[config.mk]
export PLATFORM = sky130hd
export DESIGN_NAME = bank_regctl_flat
export DESIGN_NICKNAME = d
export VERILOG_FILES = /design/src/rtl/bank_regctl_if.sv /design/src/rtl/bank_regctl.sv /design/src/flat_wrapper.sv
export SDC_FILE = /design/constraint.sdc
export NUM_CORES = 1
export LEC_CHECK = 0
export ABC_AREA = 1
export CAP_MARGIN = 30
export CELL_PAD_IN_SITES_DETAIL_PLACEMENT = 1
export CELL_PAD_IN_SITES_GLOBAL_PLACEMENT = 2
export CORE_MARGIN = 2
export CORE_UTILIZATION = 25
export CTS_BUF_LIST = sky130_fd_sc_hd__clkbuf_4 sky130_fd_sc_hd__clkbuf_8 sky130_fd_sc_hd__clkbuf_16
export CTS_CLUSTER_DIAMETER = 100
export DETAILED_ROUTE_END_ITERATION = 6
export PLACE_DENSITY = 0.89
export RECOVER_POWER = 50
export SYNTH_ARGS = -nofsm -noshare
export SYNTH_HDL_FRONTEND = slang
export SYNTH_SLANG_ARGS = --single-unit
[constraint.sdc]
create_clock -name clk -period 2.4 [get_ports clk]
set_input_delay 0.48 -clock clk [delete_from_list [all_inputs] [get_ports clk]]
set_output_delay 0.48 -clock clk [all_outputs]
set_load 0.005 [all_outputs]
[src/rtl/bank_regctl_if.sv]
// Bus bundle for bank_regctl: Z80 pins, SPI register-write port, IO readback
// and the memory-mapping outputs.
//   slave  : seen from bank_regctl (bus and SPI inputs, mapping/readback outputs)
//   master : seen from the driver of the Z80 bus and the SPI slave
interface bank_regctl_if;
    logic [15:0] bus_a;
    logic [7:0]  bus_wrdata;
    logic        bus_rd_n;
    logic        bus_wr_n;
    logic        bus_mreq_n;
    logic        bus_iorq_n;

    logic        spi_wr_req;
    logic [1:0]  spi_wr_sel;
    logic [7:0]  spi_wr_data;
    logic        spi_wr_ack;

    logic [7:0]  rddata;
    logic        rddata_oe;
    logic [4:0]  bus_ba;
    logic        ram_ce_n;
    logic        rom_ce_n;
    logic        cart_ce_n;
    logic [31:0] bank_regs;

    modport slave (
        input  bus_a, bus_wrdata, bus_rd_n, bus_wr_n, bus_mreq_n, bus_iorq_n,
        input  spi_wr_req, spi_wr_sel, spi_wr_data,
        output spi_wr_ack, rddata, rddata_oe, bus_ba,
        output ram_ce_n, rom_ce_n, cart_ce_n, bank_regs
    );

    modport master (
        output bus_a, bus_wrdata, bus_rd_n, bus_wr_n, bus_mreq_n, bus_iorq_n,
        output spi_wr_req, spi_wr_sel, spi_wr_data,
        input  spi_wr_ack, rddata, rddata_oe, bus_ba,
        input  ram_ce_n, rom_ce_n, cart_ce_n, bank_regs
    );
endinterface

[src/rtl/bank_regctl.sv]
// bank_regctl: four 16KB bank registers mapping the Z80 address space onto
// flash, cartridge and RAM.
//   clk   : system clock
//   reset : asynchronous, active-high
//   bus   : bank_regctl_if.slave
//           - Z80 IO writes (synchronised) and SPI writes update the registers,
//             Z80 having priority; SPI write acknowledged with a 1-cycle pulse
//           - rddata/rddata_oe: combinational IO readback of the registers
//           - bus_ba, *_ce_n: combinational banked address and chip selects
//           - bank_regs: {bank3,bank2,bank1,bank0}
module bank_regctl #(
    parameter logic [7:0] IO_BASE   = 8'hF0,
    parameter logic [7:0] RST_BANK0 = 8'h80,
    parameter logic [7:0] RST_BANK1 = 8'h21,
    parameter logic [7:0] RST_BANK2 = 8'h22,
    parameter logic [7:0] RST_BANK3 = 8'h23
) (
    input  logic          clk,
    input  logic          reset,
    bank_regctl_if.slave  bus
);

    localparam int unsigned NUM_BANKS = 4;
    localparam int unsigned REG_W     = 8;

    logic [NUM_BANKS-1:0][REG_W-1:0] bank_q, bank_d;
    logic                            ack_q, ack_d;

    logic iowr_c;
    logic iowr_s1, iowr_s2, iowr_s3;
    logic commit_c;
    logic port_hit_c;

    logic [REG_W-1:0] sel_c;
    logic             wp_block_c;
    logic             ram_ce_n_c, rom_ce_n_c, cart_ce_n_c;

    // Address bits 13:8 play no part in decode or mapping.
    logic unused_bus_a;
    assign unused_bus_a = ^bus.bus_a[13:8];

    // Z80 IO write strobe, asynchronous to clk.
    assign iowr_c     = !bus.bus_iorq_n && !bus.bus_wr_n;
    assign port_hit_c = (bus.bus_a[7:2] == IO_BASE[7:2]);

    // Two-flop synchroniser plus edge register; a commit lands on the 3rd clock
    // after the strobe, address and data having been stable for several clocks.
    always_ff @(posedge clk or posedge reset) begin
        if (reset) begin
            iowr_s1 <= 1'b0;
            iowr_s2 <= 1'b0;
            iowr_s3 <= 1'b0;
        end else begin
            iowr_s1 <= iowr_c;
            iowr_s2 <= iowr_s1;
            iowr_s3 <= iowr_s2;
        end
    end

    assign commit_c = iowr_s2 && !iowr_s3;

    // Register write arbitration: a Z80 commit (any port) blocks SPI for that
    // cycle; the held SPI request then lands on the following cycle.
    always_comb begin
        bank_d = bank_q;
        ack_d  = 1'b0;
        if (commit_c) begin
            if (port_hit_c) begin
                bank_d[bus.bus_a[1:0]] = bus.bus_wrdata;
            end
        end else if (bus.spi_wr_req) begin
            bank_d[bus.spi_wr_sel] = bus.spi_wr_data;
            ack_d                  = 1'b1;
        end
    end

    always_ff @(posedge clk or posedge reset) begin
        if (reset) begin
            bank_q[0] <= RST_BANK0;
            bank_q[1] <= RST_BANK1;
            bank_q[2] <= RST_BANK2;
            bank_q[3] <= RST_BANK3;
            ack_q     <= 1'b0;
        end else begin
            bank_q <= bank_d;
            ack_q  <= ack_d;
        end
    end

    // Memory mapping from the register selected by A15..A14.
    assign sel_c      = bank_q[bus.bus_a[15:14]];
    assign wp_block_c = sel_c[7] && !bus.bus_wr_n;

    // Page 0-15 flash, 16-31 cartridge, 32-63 RAM.
    always_comb begin
        ram_ce_n_c  = 1'b1;
        rom_ce_n_c  = 1'b1;
        cart_ce_n_c = 1'b1;
        if (!bus.bus_mreq_n && !wp_block_c) begin
            if (sel_c[5]) begin
                ram_ce_n_c = 1'b0;
            end else if (sel_c[4]) begin
                cart_ce_n_c = 1'b0;
            end else begin
                rom_ce_n_c = 1'b0;
            end
        end
    end

    assign bus.bus_ba     = sel_c[4:0];
    assign bus.ram_ce_n   = ram_ce_n_c;
    assign bus.rom_ce_n   = rom_ce_n_c;
    assign bus.cart_ce_n  = cart_ce_n_c;

    // IO readback, combinational.
    assign bus.rddata_oe  = !bus.bus_iorq_n && !bus.bus_rd_n && port_hit_c;
    assign bus.rddata     = bank_q[bus.bus_a[1:0]];

    assign bus.spi_wr_ack = ack_q;
    assign bus.bank_regs  = bank_q;

endmodule

[src/flat_wrapper.sv]
// flat-port wrapper written by rule: the top's interface ports become plain ports
module bank_regctl_flat 
#(
    parameter logic [7:0] IO_BASE   = 8'hF0,
    parameter logic [7:0] RST_BANK0 = 8'h80,
    parameter logic [7:0] RST_BANK1 = 8'h21,
    parameter logic [7:0] RST_BANK2 = 8'h22,
    parameter logic [7:0] RST_BANK3 = 8'h23
)
  (clk, reset, bus_bus_a, bus_bus_wrdata, bus_bus_rd_n, bus_bus_wr_n, bus_bus_mreq_n, bus_bus_iorq_n, bus_spi_wr_req, bus_spi_wr_sel, bus_spi_wr_data, bus_spi_wr_ack, bus_rddata, bus_rddata_oe, bus_bus_ba, bus_ram_ce_n, bus_rom_ce_n, bus_cart_ce_n, bus_bank_regs);
  bank_regctl_if bus_i ();
  input  logic clk;
  input  logic reset;
  input wire logic [$bits(bus_i.bus_a)-1:0] bus_bus_a;
  input wire logic [$bits(bus_i.bus_wrdata)-1:0] bus_bus_wrdata;
  input wire logic [$bits(bus_i.bus_rd_n)-1:0] bus_bus_rd_n;
  input wire logic [$bits(bus_i.bus_wr_n)-1:0] bus_bus_wr_n;
  input wire logic [$bits(bus_i.bus_mreq_n)-1:0] bus_bus_mreq_n;
  input wire logic [$bits(bus_i.bus_iorq_n)-1:0] bus_bus_iorq_n;
  input wire logic [$bits(bus_i.spi_wr_req)-1:0] bus_spi_wr_req;
  input wire logic [$bits(bus_i.spi_wr_sel)-1:0] bus_spi_wr_sel;
  input wire logic [$bits(bus_i.spi_wr_data)-1:0] bus_spi_wr_data;
  output wire logic [$bits(bus_i.spi_wr_ack)-1:0] bus_spi_wr_ack;
  output wire logic [$bits(bus_i.rddata)-1:0] bus_rddata;
  output wire logic [$bits(bus_i.rddata_oe)-1:0] bus_rddata_oe;
  output wire logic [$bits(bus_i.bus_ba)-1:0] bus_bus_ba;
  output wire logic [$bits(bus_i.ram_ce_n)-1:0] bus_ram_ce_n;
  output wire logic [$bits(bus_i.rom_ce_n)-1:0] bus_rom_ce_n;
  output wire logic [$bits(bus_i.cart_ce_n)-1:0] bus_cart_ce_n;
  output wire logic [$bits(bus_i.bank_regs)-1:0] bus_bank_regs;
  assign bus_i.bus_a = bus_bus_a;
  assign bus_i.bus_wrdata = bus_bus_wrdata;
  assign bus_i.bus_rd_n = bus_bus_rd_n;
  assign bus_i.bus_wr_n = bus_bus_wr_n;
  assign bus_i.bus_mreq_n = bus_bus_mreq_n;
  assign bus_i.bus_iorq_n = bus_bus_iorq_n;
  assign bus_i.spi_wr_req = bus_spi_wr_req;
  assign bus_i.spi_wr_sel = bus_spi_wr_sel;
  assign bus_i.spi_wr_data = bus_spi_wr_data;
  assign bus_spi_wr_ack = bus_i.spi_wr_ack;
  assign bus_rddata = bus_i.rddata;
  assign bus_rddata_oe = bus_i.rddata_oe;
  assign bus_bus_ba = bus_i.bus_ba;
  assign bus_ram_ce_n = bus_i.ram_ce_n;
  assign bus_rom_ce_n = bus_i.rom_ce_n;
  assign bus_cart_ce_n = bus_i.cart_ce_n;
  assign bus_bank_regs = bus_i.bank_regs;
  bank_regctl #(.IO_BASE(IO_BASE), .RST_BANK0(RST_BANK0), .RST_BANK1(RST_BANK1), .RST_BANK2(RST_BANK2), .RST_BANK3(RST_BANK3)) u_core (.clk(clk), .reset(reset), .bus(bus_i));
endmodule
==> impl_summary.log <==
[metrics] fillers: about 1200
[metrics] final critical-path share of the clock period: 94.6%
[metrics] number of sinks on the clock net: 36
[metrics] Register-to-Register Setup Slack: approximately 0.62 ns
[metrics] warnings from Yosys: 0
[metrics] worst r2r src: u_core.iowr_s2$_DFF_PP0_
[metrics] number of placement rows: 36
[metrics] H-tree level count: 2
[metrics] most used standard cell by instance count after synthesis: nand2_1
[metrics] Initial Utilization: 25.7%
[metrics] Post-Syn Area per Cell: between 6 and 7 um^2
[metrics] DRC violation count after routing: 0
[metrics] register bit total from synthesis: 36
[metrics] Critical Path Fanout Max: 7
[metrics] CTS Buf Count: 5
[metrics] Hold Path End: u_core.iowr_s2$_DFF_PP0_
[metrics] Synthesized Nets: 409
[metrics] synth top area cells: dfrtp_1, nand2_1, nand3_1
[metrics] run status: completed
[metrics] post-synthesis instance total: ~370
[metrics] final setup fails: 0
[metrics] Total Negative Setup Slacks: 0 ns
[metrics] Hold Fails Final Rpt: 0
[metrics] kind of launch point of the worst setup path: input port
[metrics] end of the worst register-to-register path: u_core.bus.bank_regs[3]$_DFFE_PP0P_
[metrics] First DRT Iteration DRCs: about 120
[metrics] final net count: around 520
[metrics] worst relative slew slack: about two fifths
[metrics] average via count per standard cell: between 4 and 5
[metrics] cts hold-fix bufs: 0
[metrics] Worst IR Drop VDD: between 200 and 250 uV
[metrics] total via count after detailed routing: 2868
[metrics] number of violations of the max-capacitance limit: 0
[metrics] Synth area leader: dfrtp_1
[metrics] clock latency on the worst-skew pair: between 0.2 and 0.3 ns
[metrics] via count of the first global-routing pass: approximately 2900
[metrics] maximum number of pins on one net before global-route repair: 37
[metrics] final std cells w/o fill: slightly above 600
[metrics] I/O pin total: just over 90
[metrics] clock period minus worst slack: around 2.3 ns
[metrics] remaining antenna violation count: 0
[metrics] ys flop type: dfrtp_1
[metrics] Static Leak: around 1.9 nW
[metrics] drt total wl: ~10000 um
[metrics] data arrival time at the worst-slack endpoint: ~1.8 ns
[metrics] hold path start: u_core.iowr_s1$_DFF_PP0_
[metrics] type of destination of the critical path: output port
[metrics] die footprint: between 10000 and 15000 um^2
[metrics] number of synthesized flops with an enable pin: 0
[metrics] Power Dens Cells: approximately 480 nW/um^2
[metrics] slew at the pin closest to its max-slew limit: roughly 0.91 ns
[metrics] area used by multi-input combinational logic: between 1000 and 1500 um^2
[metrics] antenna violations before repair: 0
[metrics] f_max: ~440 MHz
[metrics] sequential cell area in the final layout: ~910 um^2
[metrics] cell area after synthesis: about 2500 um^2
[metrics] global-route wire length before repair: about 16000 um
[metrics] class of the most critical hold timing path: flop to flop
[metrics] mean routed wirelength per cell: roughly 16 um
[metrics] Antenna Cells: 0
[metrics] worst reg2reg path depth: 7
[metrics] fraction of layout instances using a drive strength above 1: 15.5%
[metrics] type of the setup path with the least slack: input port to output port
[metrics] CORE AREA: approximately 10000 um^2
[metrics] # port buffers: 84
[metrics] setup repair after global routing missed its margin: no
[metrics] placed cells: 594
[metrics] CTS root buffer: clkbuf_8
[metrics] CTS tree: yes
[metrics] Die Ht: between 100 and 150 um
[metrics] GRT Overall Usage: around 18%
[metrics] Die Wd: between 100 and 150 um
[metrics] Post-synth ARST share: 100%
[metrics] cell area reported after detailed placement: around 3600 um^2
[metrics] endpoint required time on the critical path: around 1.9 ns
[metrics] Initial DRT Pass Iterations: 4
[metrics] sequential element share of the synthesized area: 36.2%
[metrics] detailed-placement wirelength estimate: around 7600 um
[metrics] final weighted congestion in routability-driven placement: approximately 0.8
[metrics] distinct cell type count of the synthesized netlist: 24
[metrics] CTS max path bufs: 2
[metrics] post-route standard cell area excluding fillers: 3790 um^2
[metrics] Slew Limit Fails: 0
[metrics] worst setup skew after layout: approximately 0.0037 ns
[metrics] final global-route overflow total: 0
[metrics] area grow syn2layout: 50.8%
[metrics] number of cells on the worst hold path: 0
[metrics] fraction of synthesized cell area taken by the top area cell type: ~28%
[metrics] clock-pin slew on the worst setup and hold paths: 0.07 ns
[metrics] ranking of synthesized cells by instance count: nand2_1, nand3_1, dfrtp_1, inv_1, nor2_1
-- critical path: stages --
cell             delay, ns
dlygate4sd2_1         0.25
buf_6                 0.15
nand2_1               0.06
nand3_1               0.08
nand3b_1              0.14
nand4_1               0.12
clkdlybuf4s50_1       0.51
-- registers in the layout, summed over array words and instances (netlist names) --
| name | flops |
|---|---|
| u_core.bus.bank_regs | 32 |
| u_core.bus.spi_wr_ack | 1 |
| u_core.iowr_s1 | 1 |
| u_core.iowr_s2 | 1 |
| u_core.iowr_s3 | 1 |
-- metal layers --
layer	share of wire (%)	global-route usage, %
met5	0	0
met4	1.5	5.41
met3	3.5	2.32
met2	47	29.9
met1	48	25.0
-- where the power goes --
part | internal (mW) | switching [mW]
sequential | 0.687 | 0.0796
clock | 0.257 | 0.200
combinational | 0.294 | 0.287
total | 1.24 | 0.567
-- cell families after synthesis --
family	synth area share (%)
simple gates	51.0
compound gates	6.37
buf+inv	6.42
flops	36.2
-- layout make-up --
class / count / area share, %
Timing Repair Buffer: 109 / 28.4
Inverter: 17 / 1.78
Clock buffer: 8 / 2.57
Multi-Input combinational cell: 306 / 38.8
Tap cell: 133 / 4.39
Sequential cell: 36 / 24.0
-- per-stage QoR --
stage / total power, mW / worst slack [ns] / hold slack, ns / util (%)
3_3_place_gp: 1.35 / -0.168 / 0.339 / 36.8
3_5_place_dp: 1.37 / -0.239 / 0.344 / 36.8
6_report: 1.80 / 0.129 / 0.356 / 38.8
2_1_floorplan: 1.00 / 0.837 / 0.331 / -
5_1_grt: 1.91 / 0.0370 / 0.362 / 38.8
4_1_cts: 1.84 / 0.0452 / 0.361 / 38.7
-- cells in the final DEF, fill, tap and decap left out, drive strengths merged, types with 6 or more instances in the layout --
master           n
dfrtp           28
dlygate4sd2     12
clkbuf           9
inv             15
dlygate4sd3     23
dfstp            8
nand3           76
o21ai           12
clkdlybuf4s50   46
nand4            6
nand2          183
nor2            18
buf             24
-- worst max path at each step --
stage	startpoint	to	slack, ns	cells after the start
2_1_floorplan	bus_bus_a[1]	bus_rddata[2]	0.84	5
3_3_place_gp	bus_bus_a[0]	bus_rddata[5]	-0.17	7
3_5_place_dp	bus_bus_a[0]	bus_rddata[5]	-0.24	7
4_1_cts	bus_bus_a[7]	bus_rddata_oe	0.05	6
5_1_grt	bus_bus_a[14]	bus_rom_ce_n	0.04	7
6_report	bus_bus_a[14]	bus_rom_ce_n	0.13	7
-- timing repair --
action | 4_1_cts | 5_1_grt
pin swaps | 7 | 0
setup buffers | 7 | 0
resized for setup | 29 | 3
setup endpoints to repair | 16 | 1
Power figures use the tool's default switching activity.
